`config.mk`:
```
export PLATFORM = sky130hd
export DESIGN_NAME = bubble_buffer_reader
export DESIGN_NICKNAME = d
export VERILOG_FILES = /design/src/rtl/bubble_pkg.sv /design/src/rtl/bubble_buffer_reader.sv
export SDC_FILE = /design/constraint.sdc
export NUM_CORES = 1
export LEC_CHECK = 0
export CORE_MARGIN = 2
export CORE_UTILIZATION = 34
export DETAILED_ROUTE_END_ITERATION = 16
export HOLD_SLACK_MARGIN = 0.15
export SLEW_MARGIN = 20
export SYNTH_ARGS = -nofsm -noshare
export SYNTH_HDL_FRONTEND = slang
export SYNTH_SLANG_ARGS = --single-unit
```
`constraint.sdc`:
```
create_clock -name master_clock -period 3.89 [get_ports master_clock]
set_input_delay 0.778 -clock master_clock [delete_from_list [all_inputs] [get_ports master_clock]]
set_output_delay 0.778 -clock master_clock [all_outputs]
set_load 0.005 [all_outputs]
```
`src/rtl/bubble_pkg.sv`:
```
// Shared bubble-memory definitions: buffer geometry, read lengths, idle pin level and reader states.
package bubble_pkg;

    localparam int unsigned BUF_DEPTH   = 2048;
    localparam int unsigned BUF_WIDTH   = 2;
    localparam int unsigned ADDR_WIDTH  = 11;
    localparam int unsigned COUNT_WIDTH = 11;

    localparam int unsigned PAGE_WORDS  = 512;   // 128 B page, 2 bits per word
    localparam int unsigned BOOT_WORDS  = 1920;  // 480 B bootloader loop

    localparam logic IDLE_LEVEL = 1'b1;

    typedef enum logic [2:0] {
        ST_IDLE,
        ST_FETCH,
        ST_WAIT_RD,
        ST_READY,
        ST_DRAIN,
        ST_DONE
    } bubble_state_t;

    typedef struct packed {
        logic odd;
        logic even;
    } bubble_word_t;

endpackage

```
`src/rtl/bubble_buffer_reader.sv`:
```
// Streams 2-bit words from the bubble buffer RAM onto the odd/even bubble data pins,
// one word per shift strobe, with underrun detection and abort.
module bubble_buffer_reader
    import bubble_pkg::*;
(
    input  logic                  master_clock,
    input  logic                  master_reset_n,
    input  logic                  start,
    input  logic                  read_bootloader,
    input  logic                  abort,
    input  logic                  shift_strobe,
    output logic [ADDR_WIDTH-1:0] buffer_read_address,
    output logic                  buffer_read_enable,
    input  logic [BUF_WIDTH-1:0]  buffer_read_data,
    output logic                  bubble_out_odd,
    output logic                  bubble_out_even,
    output logic                  busy,
    output logic                  done,
    output logic                  underrun
);

    localparam logic [COUNT_WIDTH-1:0] PAGE_LEN = COUNT_WIDTH'(PAGE_WORDS);
    localparam logic [COUNT_WIDTH-1:0] BOOT_LEN = COUNT_WIDTH'(BOOT_WORDS);

    bubble_state_t          state;
    bubble_word_t           holding;
    logic [COUNT_WIDTH-1:0] word_count;
    logic [COUNT_WIDTH-1:0] word_length;
    logic [COUNT_WIDTH-1:0] next_count_c;

    assign next_count_c = word_count + COUNT_WIDTH'(1);

    // Sequencer: one RAM fetch per word, word held until the strobe that presents it.
    always_ff @(posedge master_clock or negedge master_reset_n) begin
        if (!master_reset_n) begin
            state               <= ST_IDLE;
            holding             <= '0;
            word_count          <= '0;
            word_length         <= '0;
            buffer_read_address <= '0;
            buffer_read_enable  <= 1'b0;
            bubble_out_odd      <= IDLE_LEVEL;
            bubble_out_even     <= IDLE_LEVEL;
            busy                <= 1'b0;
            done                <= 1'b0;
            underrun            <= 1'b0;
        end else begin
            done               <= 1'b0;
            buffer_read_enable <= 1'b0;

            if (abort && (state != ST_IDLE)) begin
                state           <= ST_IDLE;
                busy            <= 1'b0;
                bubble_out_odd  <= IDLE_LEVEL;
                bubble_out_even <= IDLE_LEVEL;
            end else begin
                case (state)
                    ST_IDLE: begin
                        if (start && !abort) begin
                            word_length         <= read_bootloader ? BOOT_LEN : PAGE_LEN;
                            word_count          <= '0;
                            buffer_read_address <= '0;
                            buffer_read_enable  <= 1'b1;
                            underrun            <= 1'b0;
                            busy                <= 1'b1;
                            state               <= ST_FETCH;
                        end
                    end

                    ST_FETCH: begin
                        if (shift_strobe) begin
                            underrun        <= 1'b1;
                            bubble_out_odd  <= IDLE_LEVEL;
                            bubble_out_even <= IDLE_LEVEL;
                        end
                        state <= ST_WAIT_RD;
                    end

                    ST_WAIT_RD: begin
                        holding <= bubble_word_t'(buffer_read_data);
                        if (shift_strobe) begin
                            underrun        <= 1'b1;
                            bubble_out_odd  <= IDLE_LEVEL;
                            bubble_out_even <= IDLE_LEVEL;
                        end
                        state <= ST_READY;
                    end

                    ST_READY: begin
                        if (shift_strobe) begin
                            bubble_out_odd  <= holding.odd;
                            bubble_out_even <= holding.even;
                            word_count      <= next_count_c;
                            if (next_count_c == word_length) begin
                                state <= ST_DRAIN;
                            end else begin
                                buffer_read_address <= buffer_read_address + ADDR_WIDTH'(1);
                                buffer_read_enable  <= 1'b1;
                                state               <= ST_FETCH;
                            end
                        end
                    end

                    // Last word stays on the pins for a full strobe period before going idle.
                    ST_DRAIN: begin
                        if (shift_strobe) begin
                            bubble_out_odd  <= IDLE_LEVEL;
                            bubble_out_even <= IDLE_LEVEL;
                            done            <= 1'b1;
                            state           <= ST_DONE;
                        end
                    end

                    ST_DONE: begin
                        busy  <= 1'b0;
                        state <= ST_IDLE;
                    end

                    default: begin
                        busy  <= 1'b0;
                        state <= ST_IDLE;
                    end
                endcase
            end
        end
    end

endmodule
```
==> metrics.txt <==
Max Cap Viol 0; final setup TNS 0 ns; Worst slew margin 54.2%; YS warnings 0; fraction of layout cells with a size suffix above 1 9.61%; CP cell instances clkdlybuf4s50_1 > nor2_2 > nand4_2 > or4_1 > a21oi_1; Syn Std Cell Area 0.00191 mm2; first-pass GRT wire length 7.76 mm; Site Rows 27; detailed-router iteration count before antenna repair 4; root buffer cell clkbuf_8; Setup Skew 0.0119 ns; DRT antenna net count 0; Largest stage delay, worst path 0.63 ns; leakage 0.922 nW; Core ar. 0.00547 mm2; Max Buffers Root-to-Sink 2; Least-Margin Pin Slew 0.685 ns; Min-Delay Path Class reg -> reg; GR Overflow Total 0; cts repair resizes 0; Synth Area per Inst 9.20 um2; drt drc 0; Ports 25; Worst Slack Setup Final 1.27 ns; WP data arrival 2.83 ns; fin crit share 67.3%; Via-to-Cell Ratio 5.40; top_reg_cell synth dfrtp_1; CP Class in -> reg; Worst Hold Depth 1; H-Tree Depth 2; Die Wd 79.0 um; asr flop ratio synth 100%; # hold bufs at CTS 0; Min-Delay Startpoint word_length[9]; Yosys reg bits 35; Final HPWL DP 2.94 mm; Worst path slowest cell or4_1; VDD IR max 0.180 mV; DR WL/cell 14.2 um; RSZ-0062 raised after global routing false; Post-Syn Nets 218; Post-synth EDFFs 0; Crit Path Max Fanout 17; Hold EP word_length[9]; final hold violation count 0; clock-pin slew on the worst setup and hold paths 0.07 ns; R2R Setup Slk 1.39 ns; GRT Util Overall 15.8%; number of global-route vias before repair 1,604; Syn-to-layout area delta 19.7%; Starting Density 35.0%; Critical Path End Type flip-flop; Post-CTS Setup Bufs 0; Max Slew Vio Count 0; initial antenna violation count 0; Final GP Congestion 0.784; post-synthesis cell count 208; clk_lat worst skew 0.29 ns; Fmax 382 MHz; final net count 239; R2R Path Start word_count[0]; clock tree sinks 35; Num CTS Buffers 5; DRT Wirelength 4.29 mm; dpl ws 0.953 ns; Distinct cells, synth 49; status finished clean; Setup violations, final 0; Worst Reg2Reg Path Length in Cells 7; Antenna Cells 0; CTS tree built; post-synthesis sequential area ratio 45.9%; Worst Setup Start Kind primary input; critical register-to-register path endpoint state[2]; DR vias 1,626; pin count of the biggest net entering global routing 36; CP Data Required Time 4.11 ns; pwr/cell area 335 mW/mm2; port bufs 24; DIE AREA 0.00625 mm2; Detailed Route Iter0 Violations 96; minimum clock period 2.62 ns; die extent in y 79.0 um
[layer usage]
layer / share of wire (%) / global-route usage [%] / up-vias
met1: 50 / 21.1 / 777
met5: 0 / 0 / -
met4: 1.8 / 6.21 / 0
met3: 4.0 / 3.64 / 7
li1: - / - / 811
met2: 44 / 24.8 / 31
[critical path, delay by kind of cell]
family,cells,cell delay [ns]
AO/OA/AOI/OAI,1,0.15
buffers and inverters,1,0.54
AND/OR/NAND/NOR,3,1.36
[synth_stat cells (3+ instances only)]
cell type,instances,share of area (%)
and3_1,6,2.0
nand2b_1,4,1.3
mux2i_1,3,1.6
nor2_1,12,2.4
clkbuf_1,9,1.8
dfrtp_1,33,43
o21ai_1,7,1.8
nor3_1,5,1.3
nor4_1,3,0.98
o31ai_1,7,2.7
nand4_1,4,1.3
o21ai_0,13,3.4
nand3_1,10,2.6
nand2_1,32,6.3
or4_1,4,1.6
a21oi_1,9,2.4
a31oi_1,3,0.98
[registers in the layout (all words and copies together), names as in the netlist]
| signal | flops |
|---|---|
| bubble_out_odd | 1 |
| holding | 2 |
| buffer_read_address | 11 |
| underrun | 1 |
| busy | 1 |
| state | 3 |
| done | 1 |
| buffer_read_enable | 1 |
| word_length | 2 |
| bubble_out_even | 1 |
| word_count | 11 |
[layout by cell type (no fill, tap or decap), types with 3 or more instances in the layout]
| cell type | count |
|---|---|
| nor4_1 | 3 |
| nand2_1 | 32 |
| nand2b_1 | 4 |
| nand3_1 | 10 |
| o21ai_1 | 7 |
| clkdlybuf4s50_1 | 24 |
| nor2_1 | 12 |
| a31oi_1 | 3 |
| o21ai_0 | 13 |
| clkbuf_8 | 6 |
| nand4_1 | 4 |
| and3_1 | 6 |
| o31ai_1 | 7 |
| or4_1 | 4 |
| dfrtp_1 | 33 |
| mux2i_1 | 3 |
| nor3_1 | 5 |
| a21oi_1 | 9 |
[worst max-delay path by stage]
stage | start | to | slack, ns | cells past startpoint
after global placement | abort | buffer_read_address[6] | 1.01 | 5
after global routing | abort | buffer_read_address[5] | 1.12 | 5
after floorplan | abort | buffer_read_address[10] | 1.58 | 7
final | abort | buffer_read_address[6] | 1.27 | 5
after detailed placement | abort | buffer_read_address[6] | 0.95 | 5
after CTS | abort | buffer_read_address[6] | 1.31 | 5
[per-stage QoR]
step	cell area, um2	util [%]	hold slack (ns)	instances	power [mW]
2_1_floorplan	1910	-	0.456	208	0.462
3_3_place_gp	2200	40.3	0.474	294	0.506
3_5_place_dp	2200	40.3	0.481	294	0.507
4_1_cts	2290	41.9	0.497	301	0.783
5_1_grt	2290	41.9	0.534	301	0.811
6_report	2290	41.9	0.500	301	0.768
[cell type report]
| type | instances | area [um2] |
|---|---|---|
| inverters | 1 | 3.75 |
| clock inverters | 1 | 5.00 |
| fillers | 542 | 3180 |
| clock buffers | 6 | 82.6 |
| multi-input cells | 160 | 977 |
| flip-flops and latches | 35 | 878 |
| well taps | 72 | 90.1 |
| repair buffers | 26 | 255 |
[cells by family (layout without fill, tap and decap cells)]
| logic type | count (synthesis) | in the layout | synth area share [%] |
|---|---|---|---|
| flip-flops | 35 | 35 | 45.9 |
| adder cells (fa/ha/maj) | 2 | 2 | 1.31 |
| AO/OA/AOI/OAI | 57 | 57 | 20.0 |
| multiplexers | 5 | 5 | 2.75 |
| AND/OR/NAND/NOR | 93 | 93 | 25.6 |
| XOR/XNOR | 3 | 3 | 1.37 |
| buffers and inverters | 13 | 34 | 3.07 |
[power breakdown]
group	internal, mW	switching [mW]	total, mW
Clock	0.139	0.131	0.270
Sequential	0.386	0.0205	0.406
Combinational	0.0454	0.0463	0.0916
No activity file was read; power rests on OpenSTA's default activity.
